File: src/rtl/mcs4_pkg.sv
// mcs4: shared MCS-4 bus types (instruction phases, I/O-RAM opcodes, RAM addresses)
// used by the RAM bank and ROM-port blocks.
package mcs4;

    // Eight phases of one instruction cycle; X3 is the SYNC phase.
    typedef enum logic [2:0] {
        A1 = 3'd0,
        A2 = 3'd1,
        A3 = 3'd2,
        M1 = 3'd3,
        M2 = 3'd4,
        X1 = 3'd5,
        X2 = 3'd6,
        X3 = 3'd7
    } instr_cyc_t;

    // Second nibble (opa) of the I/O and RAM instruction group.
    typedef enum logic [3:0] {
        OPA_WRM    = 4'h0,
        OPA_WMP    = 4'h1,
        OPA_WRR    = 4'h2,
        OPA_UNUSED = 4'h3,
        OPA_WR0    = 4'h4,
        OPA_WR1    = 4'h5,
        OPA_WR2    = 4'h6,
        OPA_WR3    = 4'h7,
        OPA_SBM    = 4'h8,
        OPA_RDM    = 4'h9,
        OPA_RDR    = 4'hA,
        OPA_ADM    = 4'hB,
        OPA_RD0    = 4'hC,
        OPA_RD1    = 4'hD,
        OPA_RD2    = 4'hE,
        OPA_RD3    = 4'hF
    } ioram_opa_t;

    localparam logic [3:0] IORAM_GRP = 4'hE;

    typedef struct packed {
        logic [2:0] bank;
        logic [1:0] chip;
        logic [1:0] reg_sel;
        logic [3:0] char_sel;
    } ram_addr_t;

    localparam int Ram_ports_per_chip = 1;
    localparam int Ram_port_width     = 4;

    // Flat index of a character inside a chip/register/character array.
    function automatic int cell_index(int chip, int rsel, int idx, int regs_per_chip, int per_reg);
        return (chip * regs_per_chip + rsel) * per_reg + idx;
    endfunction

endpackage

File: src/rtl/mcs4_cycle_tracker.sv
// mcs4_cycle_tracker: follows the A1..X3 instruction phases from SYNC and captures
// the opcode nibbles (opr in M1, opa in M2) seen on the data bus.
module mcs4_cycle_tracker
    import mcs4::*;
(
    input  logic       clk,
    input  logic       rst_n,
    input  logic       sync,
    input  logic [3:0] d_in,
    output instr_cyc_t phase,
    output logic [3:0] opr,
    output logic [3:0] opa
);

    always_ff @(posedge clk or negedge rst_n) begin
        if (!rst_n) begin
            phase <= A1;
            opr   <= 4'h0;
            opa   <= 4'h0;
        end else begin
            // X3 + 1 wraps to A1; a SYNC seen in any phase realigns the count.
            if (sync) begin
                phase <= A1;
            end else begin
                phase <= instr_cyc_t'(phase + 3'd1);
            end
            if (phase == M1) begin
                opr <= d_in;
            end
            if (phase == M2) begin
                opa <= d_in;
            end
        end
    end

endmodule

File: src/rtl/mcs4_ram_bank.sv
// mcs4_ram_bank: one MCS-4 RAM bank of NUM_CHIPS 4002-style chips on the 4-bit CPU bus.
// Defining MCS4_RAM_BANK_DEBUG_EN adds a registered side-band read port (dbg_*).
module mcs4_ram_bank
    import mcs4::*;
#(
    parameter int NUM_CHIPS      = 4,
    parameter int REGS_PER_CHIP  = 4,
    parameter int CHARS_PER_REG  = 16,
    parameter int STATUS_PER_REG = 4,
    parameter int PORT_WIDTH     = 4
) (
    input  logic                            clk,
    input  logic                            rst_n,
    input  logic                            sync,
    input  logic                            cm_ram,
    input  logic [3:0]                      d_in,
    output logic [3:0]                      d_out,
    output logic                            d_oe,
    output logic [NUM_CHIPS*PORT_WIDTH-1:0] port_out
`ifdef MCS4_RAM_BANK_DEBUG_EN
    ,
    input  ram_addr_t                       dbg_addr,
    input  logic                            dbg_stat,
    input  logic [1:0]                      dbg_schar,
    output logic [3:0]                      dbg_data
`endif
);

    localparam int MAIN_DEPTH = NUM_CHIPS * REGS_PER_CHIP * CHARS_PER_REG;
    localparam int STAT_DEPTH = NUM_CHIPS * REGS_PER_CHIP * STATUS_PER_REG;
    localparam int MAIN_AW    = (MAIN_DEPTH > 1) ? $clog2(MAIN_DEPTH) : 1;
    localparam int STAT_AW    = (STAT_DEPTH > 1) ? $clog2(STAT_DEPTH) : 1;

    instr_cyc_t   phase;
    logic [3:0]   opr;
    logic [3:0]   opa;

    logic [3:0]   main_mem [MAIN_DEPTH];
    logic [3:0]   stat_mem [STAT_DEPTH];

    logic         io_act;
    logic         src_pend;
    logic [1:0]   src_chip;
    logic [1:0]   src_reg;
    logic [1:0]   sel_chip;
    logic [1:0]   sel_reg;
    logic [3:0]   sel_char;
    logic         sel_valid;

    logic [1:0]         status_n;
    logic               status_ok;
    logic               exec;
    logic               wr_main;
    logic               wr_port;
    logic               wr_stat;
    logic               rd_main;
    logic               rd_stat;
    logic [MAIN_AW-1:0] main_idx;
    logic [STAT_AW-1:0] stat_idx;

    mcs4_cycle_tracker u_tracker (
        .clk   (clk),
        .rst_n (rst_n),
        .sync  (sync),
        .d_in  (d_in),
        .phase (phase),
        .opr   (opr),
        .opa   (opa)
    );

    always_comb begin
        status_n  = opa[1:0];
        main_idx  = MAIN_AW'(cell_index(int'(sel_chip), int'(sel_reg), int'(sel_char),
                                        REGS_PER_CHIP, CHARS_PER_REG));
        stat_idx  = STAT_AW'(cell_index(int'(sel_chip), int'(sel_reg), int'(status_n),
                                        REGS_PER_CHIP, STATUS_PER_REG));
        status_ok = int'(status_n) < STATUS_PER_REG;
        // A SYNC landing in X2 is a resync, so the pending operation is dropped.
        exec      = (phase == X2) && io_act && sel_valid && !sync;
        wr_main   = exec && (opa == OPA_WRM);
        wr_port   = exec && (opa == OPA_WMP);
        wr_stat   = exec && (opa[3:2] == 2'b01) && status_ok;
        rd_main   = exec && ((opa == OPA_SBM) || (opa == OPA_RDM) || (opa == OPA_ADM));
        rd_stat   = exec && (opa[3:2] == 2'b11) && status_ok;
    end

    // Instruction decode and SRC address capture.
    always_ff @(posedge clk or negedge rst_n) begin
        if (!rst_n) begin
            io_act    <= 1'b0;
            src_pend  <= 1'b0;
            src_chip  <= 2'b00;
            src_reg   <= 2'b00;
            sel_chip  <= 2'b00;
            sel_reg   <= 2'b00;
            sel_char  <= 4'h0;
            sel_valid <= 1'b0;
        end else begin
            if (sync || phase == X3) begin
                io_act <= 1'b0;
            end else if (phase == M2) begin
                io_act <= cm_ram && (opr == IORAM_GRP);
            end

            src_pend <= 1'b0;
            if (phase == X2 && cm_ram && !io_act && !sync) begin
                src_pend <= 1'b1;
                src_chip <= d_in[3:2];
                src_reg  <= d_in[1:0];
            end

            // The selection only changes once the character nibble has arrived.
            if (phase == X3 && src_pend) begin
                sel_chip  <= src_chip;
                sel_reg   <= src_reg;
                sel_char  <= d_in;
                sel_valid <= (int'(src_chip) < NUM_CHIPS) &&
                             (int'(src_reg) < REGS_PER_CHIP) &&
                             (int'(d_in) < CHARS_PER_REG);
            end
        end
    end

    always_ff @(posedge clk or negedge rst_n) begin
        if (!rst_n) begin
            for (int i = 0; i < MAIN_DEPTH; i++) begin
                main_mem[i] <= 4'h0;
            end
            for (int i = 0; i < STAT_DEPTH; i++) begin
                stat_mem[i] <= 4'h0;
            end
        end else begin
            if (wr_main) begin
                main_mem[main_idx] <= d_in;
            end
            if (wr_stat) begin
                stat_mem[stat_idx] <= d_in;
            end
        end
    end

    always_ff @(posedge clk or negedge rst_n) begin
        if (!rst_n) begin
            port_out <= '0;
        end else begin
            for (int c = 0; c < NUM_CHIPS; c++) begin
                if (wr_port && int'(sel_chip) == c) begin
                    port_out[c*PORT_WIDTH +: PORT_WIDTH] <= d_in[PORT_WIDTH-1:0];
                end
            end
        end
    end

    // Read data is registered at the X2 edge so it sits on the bus for X3 only.
    always_ff @(posedge clk or negedge rst_n) begin
        if (!rst_n) begin
            d_out <= 4'h0;
            d_oe  <= 1'b0;
        end else begin
            d_out <= 4'h0;
            d_oe  <= 1'b0;
            if (rd_main) begin
                d_out <= main_mem[main_idx];
                d_oe  <= 1'b1;
            end else if (rd_stat) begin
                d_out <= stat_mem[stat_idx];
                d_oe  <= 1'b1;
            end
        end
    end

`ifdef MCS4_RAM_BANK_DEBUG_EN
    logic               dbg_ok;
    logic [MAIN_AW-1:0] dbg_main_idx;
    logic [STAT_AW-1:0] dbg_stat_idx;

    always_comb begin
        dbg_ok       = (int'(dbg_addr.chip) < NUM_CHIPS) &&
                       (int'(dbg_addr.reg_sel) < REGS_PER_CHIP) &&
                       (dbg_stat ? (int'(dbg_schar) < STATUS_PER_REG)
                                 : (int'(dbg_addr.char_sel) < CHARS_PER_REG));
        dbg_main_idx = MAIN_AW'(cell_index(int'(dbg_addr.chip), int'(dbg_addr.reg_sel),
                                           int'(dbg_addr.char_sel), REGS_PER_CHIP, CHARS_PER_REG));
        dbg_stat_idx = STAT_AW'(cell_index(int'(dbg_addr.chip), int'(dbg_addr.reg_sel),
                                           int'(dbg_schar), REGS_PER_CHIP, STATUS_PER_REG));
    end

    // Samples the arrays before this edge's write lands, so a colliding write is not seen.
    always_ff @(posedge clk or negedge rst_n) begin
        if (!rst_n) begin
            dbg_data <= 4'h0;
        end else if (!dbg_ok) begin
            dbg_data <= 4'h0;
        end else if (dbg_stat) begin
            dbg_data <= stat_mem[dbg_stat_idx];
        end else begin
            dbg_data <= main_mem[dbg_main_idx];
        end
    end
`endif

endmodule

File: config.mk
export PLATFORM = sky130hd
export DESIGN_NAME = mcs4_ram_bank
export DESIGN_NICKNAME = d
export VERILOG_FILES = /design/src/rtl/mcs4_pkg.sv /design/src/rtl/mcs4_cycle_tracker.sv /design/src/rtl/mcs4_ram_bank.sv
export SDC_FILE = /design/constraint.sdc
export NUM_CORES = 2
export LEC_CHECK = 0
export CAP_MARGIN = 0
export CORE_MARGIN = 8
export CORE_UTILIZATION = 30
export CTS_CLUSTER_SIZE = 30
export DETAILED_ROUTE_END_ITERATION = 8
export SYNTH_ARGS = -nofsm -noshare
export SYNTH_HDL_FRONTEND = slang
export SYNTH_SLANG_ARGS = --single-unit
File: constraint.sdc
create_clock -name clk -period 3.6 [get_ports clk]
set_input_delay 1.08 -clock clk [delete_from_list [all_inputs] [get_ports clk]]
set_output_delay 1.08 -clock clk [all_outputs]
set_load 0.01 [all_outputs]
[Yosys cells after proc, flatten, opt, wreduce, memory -nomap -nowiden]
Index checks and enable logic that the tools add are counted.
Cells by class
  shift-type cells: 0
  bitwise logic cells: 2
  mux-type cells: 20
  multiply operators: 0
  div/mod/pow operators: 0
  $lt $le $gt $ge: 4
  equality and inequality tests: 14
  reduce and logical (&&, ||, !) cells: 27
  add/subtract/negate cells: 4
Operators by type and width (count)
  $bwmux W1024: 1
  $bwmux W256: 1
  $bmux W4 S8: 1
  $demux W4 S8: 1
  $mux W4: 8
  $bmux W4 S6: 1
  $demux W4 S6: 1
  $logic_and A1 B1 Y1: 19
  $eq A4 B4 Y1 const B: 4
  $eq A3 B3 Y1 const B: 3
  $ge A9 B9 Y1 const B: 1
  $lt A9 B1 Y1 const B: 1
  $not A8 Y9: 1
  $add A8 B5 Y8: 1
  $ge A7 B7 Y1 const B: 1
  $lt A7 B1 Y1 const B: 1
  $not A6 Y7: 1
  $add A6 B2 Y6: 1
  $eq A2 B2 Y1 const B: 3
  $mux W1: 5
  $add A4 B2 Y4: 1
  $eq A2 B1 Y1 const B: 2
  $eq A4 B1 Y1 const B: 1
  $logic_not A4 Y1: 1
  7 further kinds: 10
Word-level totals
  input port bits: 8
  bits in read-only memories: 0
  memories kept: 0
  output and inout port bits: 21
  register bits after elaboration: 1327
  memory bits (writable): 0
  bits in latches: 0

[Depth between registers and ports, before layout]
  word-level depth: 8
  mapped depth: 12

[Hierarchy]
From an unflattened synthesis, not the netlist that was laid out.
Second synthesis, totals
  cells, all modules: 4138
  area total of the unflattened synthesis: 60966.0 µm²
Modules (own cells, without submodules)
  mcs4_ram_bank: times used 1, cells an instance 4109, area an instance 60516.8 µm²
  mcs4_cycle_tracker: times used 1, cells an instance 29, area an instance 449.2 µm²

[Worst setup path after synthesis]
OpenSTA, ideal clock, no wires.
  path kind: input -> register
  from: in sync
  to: reg main_mem[720] (netlist bit)
  slack: 0.623 ns
  arrival: 2.852 ns
  required time: 3.475 ns
  buffers on the path: 2
  cell stages on the path: 9
  cells stage by stage: and4b_1 -> and3b_1 -> buf_2 -> nand3_1 -> nor2_1 -> nand2_1 -> buf_2 -> nor2_1 -> mux2_2
On the way
  cells in the longest elaborated chain, start to end: 3
Ends and longest elaborated chain
  start: declaration: RTL line mcs4_ram_bank.sv:14  | input logic sync,
  $logic_not A1 Y1: RTL line mcs4_ram_bank.sv:79  | exec = (phase == X2) && io_act && sel_valid && !sync;
  $logic_and A1 B1 Y1: RTL line mcs4_ram_bank.sv:79
  $logic_and A1 B1 Y1: RTL line mcs4_ram_bank.sv:80  | wr_main = exec && (opa == OPA_WRM);
  end signal: indexed assignment: RTL line mcs4_ram_bank.sv:134  | main_mem[main_idx] <= d_in;
  end: declaration: RTL line mcs4_ram_bank.sv:38  | logic [3:0] main_mem [MAIN_DEPTH];
No other way between the ends.
A chain may end at the register's enable or synchronous reset.

[Worst setup path in the final report]
  from: reg sel_char[1]
  to: reg d_out[3]
On the way
  cells in the longest elaborated chain, start to end: 6
Ends and longest elaborated chain
  start: declaration: RTL line mcs4_ram_bank.sv:47  | logic [3:0] sel_char;
  start signal: assignment: RTL line mcs4_ram_bank.sv:116  | sel_char <= d_in;
  $add A8 B5 Y8: RTL line mcs4_pkg.sv:51  | return (chip * regs_per_chip + rsel) * per_reg + idx;
  $not A8 Y9 (implied by the code): RTL line mcs4_ram_bank.sv:163  | d_out <= main_mem[main_idx];
  $bmux W4 S8: RTL line mcs4_ram_bank.sv:163
  $mux W4 (implied by the code) (2 in series): RTL line mcs4_ram_bank.sv:163
  $mux W4: RTL line mcs4_ram_bank.sv:162  | if (rd_main) begin
  end signal: assignment: RTL line mcs4_ram_bank.sv:163
  end signal: assignment: RTL line mcs4_ram_bank.sv:166  | d_out <= stat_mem[stat_idx];
  end: declaration: RTL line mcs4_ram_bank.sv:17  | output logic [3:0] d_out,
No other way between the ends. The select of a mux whose other input is x is not followed.

==> impl_metrics.env <==
export IMPL_status="finished clean"
export IMPL_gr_total_overflow=0
export IMPL_ys_ff_latch=1327
export IMPL_synth_avg_cell_area_sq_um=14.5
export IMPL_via_per_inst=5.20
export IMPL_clock_path_buffers=3
export IMPL_slew_headroom_pct=24.9
export IMPL_wl_per_cell_microns=24.3
export IMPL_p_clk_share_pct=46.3
export IMPL_period_share_pct=95.5
export IMPL_rsz0062_at_grt="no"
export IMPL_totalWireLength_microns=179000
export IMPL_switching_share_pct=24.0
export IMPL_synth_edff_count=0
export IMPL_cp_cell_sequence="buf_12 > buf_12 > buf_4 > mux4_2 > mux2_2 > o22ai_1 > o211ai_1 > a22oi_2 > o311a_1 > o211ai_1"
export IMPL_layout_commonest_cell="mux2_2"
export IMPL_grt_max_degree=140
export IMPL_critical_path_top_delay_family="compound AO/OA/AOI/OAI gates"
export IMPL_fin_skew_ns=0.0383
export IMPL_layout_nets=4571
export IMPL_grt_pass1_vias=40800
export IMPL_synth_cell_types=62
export IMPL_critPathKind="reg2reg"
export IMPL_most_common_layout_cells="mux2_2, dfrtp_1, buf_4, nand2_1, mux4_2"
export IMPL_drv_slew=0
export IMPL_fp_dieH_microns=468
export IMPL_grt_total_usage_pct=16.3
export IMPL_finalHoldViolations=0
export IMPL_yosys_warnings=0
export IMPL_async_flop_share_pct=100
export IMPL_p_leak_uw=0.0347
export IMPL_synth_flop_cell="dfrtp_1"
export IMPL_maxCapViolCount=0
export IMPL_period_minus_slack_ns=3.44
export IMPL_p_sw_uw=7700
export IMPL_io_pins=29
export IMPL_crit_buf_inv=3
export IMPL_numPortBuffers=28
export IMPL_hp_class="in2async"
export IMPL_worst_ir_drop_vdd_v=0.000369
export IMPL_coreArea_sq_um=204000
export IMPL_setup_viol=0
export IMPL_drc=0
export IMPL_antenna_cells=0
export IMPL_cts_setup_buffers=0
export IMPL_insertion_delay_ns=0.79
export IMPL_largest_reg_flops=1024
export IMPL_finalWeightedCongestion=0.851
export IMPL_drt_iter0_markers=2809
export IMPL_row_count=166
export IMPL_cp_start_kind="flop"
export IMPL_cts_root_buf="clkbuf_16"
export IMPL_first_pass_iters=5
export IMPL_synth_seq_area_share_pct=54.1
export IMPL_cp_end_kind="flop"
export IMPL_netlist_area_sq_um=61400
export IMPL_cpPeakStageDelay_ns=0.52
export IMPL_dr_total_vias=38200
export IMPL_combPwrFrac_pct=6.7
export IMPL_hpwl_microns=122000
export IMPL_cts_buffers=147
export IMPL_htreeDepth=4
export IMPL_hold_worst_slack_ns=0.179
export IMPL_tns_ns=0
export IMPL_crit_slowest_cell="dfrtp_4"
export IMPL_grt_pass1_wl_microns=274000
export IMPL_num_fill_cells=19400
export IMPL_cts_sinks=1327
export IMPL_start_util_pct=30.1
export IMPL_power_density_nw_per_um2=442
export IMPL_cts_tree="yes"
export IMPL_cp_max_fo=25
export IMPL_fmax_mhz=291
export IMPL_clkTransAtPathRegs_ns=0.07
export IMPL_fp_dieW_microns=468
export IMPL_top_register="main_mem"
export IMPL_arrival_ns=4.08
export IMPL_max_slew_worst_pin_slew_ns=1.12
export IMPL_syn_inst=4243
export IMPL_cp_required_ns=4.25
export IMPL_syn_num_nets=4256
export IMPL_p_int_uw=24400
export IMPL_antenna_left=0
export IMPL_largestRegisters="main_mem x1024, stat_mem x256, port_out x16"
export IMPL_area_growth_pct=18.3
export IMPL_seqPwrFrac_pct=47.1
export IMPL_grt_antenna_before_repair=5
export IMPL_drive_gt1_share_pct=48.9
export IMPL_dieArea_sq_um=219000
[cells in the mapped netlist, types with 12 or more instances]
master | number | share of area [%]
mux2i_1 | 149 | 2.4
nand3_1 | 22 | 0.18
a21oi_1 | 51 | 0.42
nor3_1 | 27 | 0.22
buf_1 | 15 | 0.092
mux2_2 | 1330 | 24
o211ai_1 | 12 | 0.15
a211oi_1 | 18 | 0.22
dfrtp_1 | 1327 | 54
buf_4 | 18 | 0.22
clkbuf_1 | 193 | 1.2
mux4_2 | 244 | 8.9
nand2_1 | 264 | 1.6
nor2b_1 | 18 | 0.18
a22oi_1 | 69 | 0.84
o21ai_0 | 22 | 0.18
nor2_1 | 206 | 1.3
buf_2 | 67 | 0.55
o22ai_1 | 15 | 0.15
[area by class of cell]
class / count / area (sq um) / area share, %
Sequential cell: 1327 / 33200 / 45.7
Timing Repair Buffer: 480 / 4560 / 6.27
Multi-Input combinational cell: 2591 / 26800 / 36.8
Inverter: 11 / 41.3 / 0.0568
Clock buffer: 226 / 4430 / 6.09
Tap cell: 2688 / 3360 / 4.63
Clock inverter: 29 / 307 / 0.422
[routing by layer]
layer / vias up / wire (microns) / GRT usage, %
met4: 6 / 5630 / 5.18
met3: 337 / 9890 / 2.97
li1: 16300 / - / -
met5: - / 45 / 0
met2: 1011 / 83600 / 26.0
met1: 20600 / 79600 / 22.5
[what timing repair did]
action | in CTS | in global routing
gates resized for setup | 0 | 2
hold buffers | 0 | 0
setup endpoints to repair | 0 | 2
[logic make-up after synthesis]
| group | synth area share [%] |
|---|---|
| AO/OA/AOI/OAI | 2.86 |
| buffers and inverters | 2.53 |
| flip-flops | 54.1 |
| AND/OR/NAND/NOR | 4.13 |
| multiplexers | 36.3 |
| adder cells (fa/ha/maj) | 0.102 |
[power by group through the flow]
stage                     Clock [uW]  Sequential (uW)  Combinational [uW]
after global routing           15800            15100                2310
after detailed placement           0            15400                2190
after CTS                      15200            15100                2190
after global placement             0            15400                2170
after floorplan                    0            15300                1240
final                          14900            15100                2150
[worst paths after layout]
check                                   start                 end  slack [ns]  cells after the start
setup / recovery                  sel_char[1]            d_out[3]        0.16                     10
min in group clk           u_tracker.phase[0]  u_tracker.phase[0]        0.47                      1
max in group asynchronous               rst_n      main_mem[1012]        2.21                      3
hold / removal                          rst_n    u_tracker.opr[2]        0.18                      1
hold reg to reg            u_tracker.phase[0]  u_tracker.phase[0]        0.47                      1
setup reg to reg                  sel_char[1]            d_out[3]        0.16                     10
[stage by stage]
stage          instance area [sq um]  instances  setup slack [ns]  utilization, %  total power [uW]
2_1_floorplan                  61400       4243             0.623               -             16500
3_3_place_gp                   67900       7096            -0.534            33.3             17600
3_5_place_dp                   67900       7097            -0.544            33.3             17600
4_1_cts                        72700       7352            0.0141            35.6             32500
5_1_grt                        72700       7352            0.0663            35.6             33200
6_report                       72700       7352             0.163            35.6             32100
Note: power is estimated with default switching activity, not from simulation.
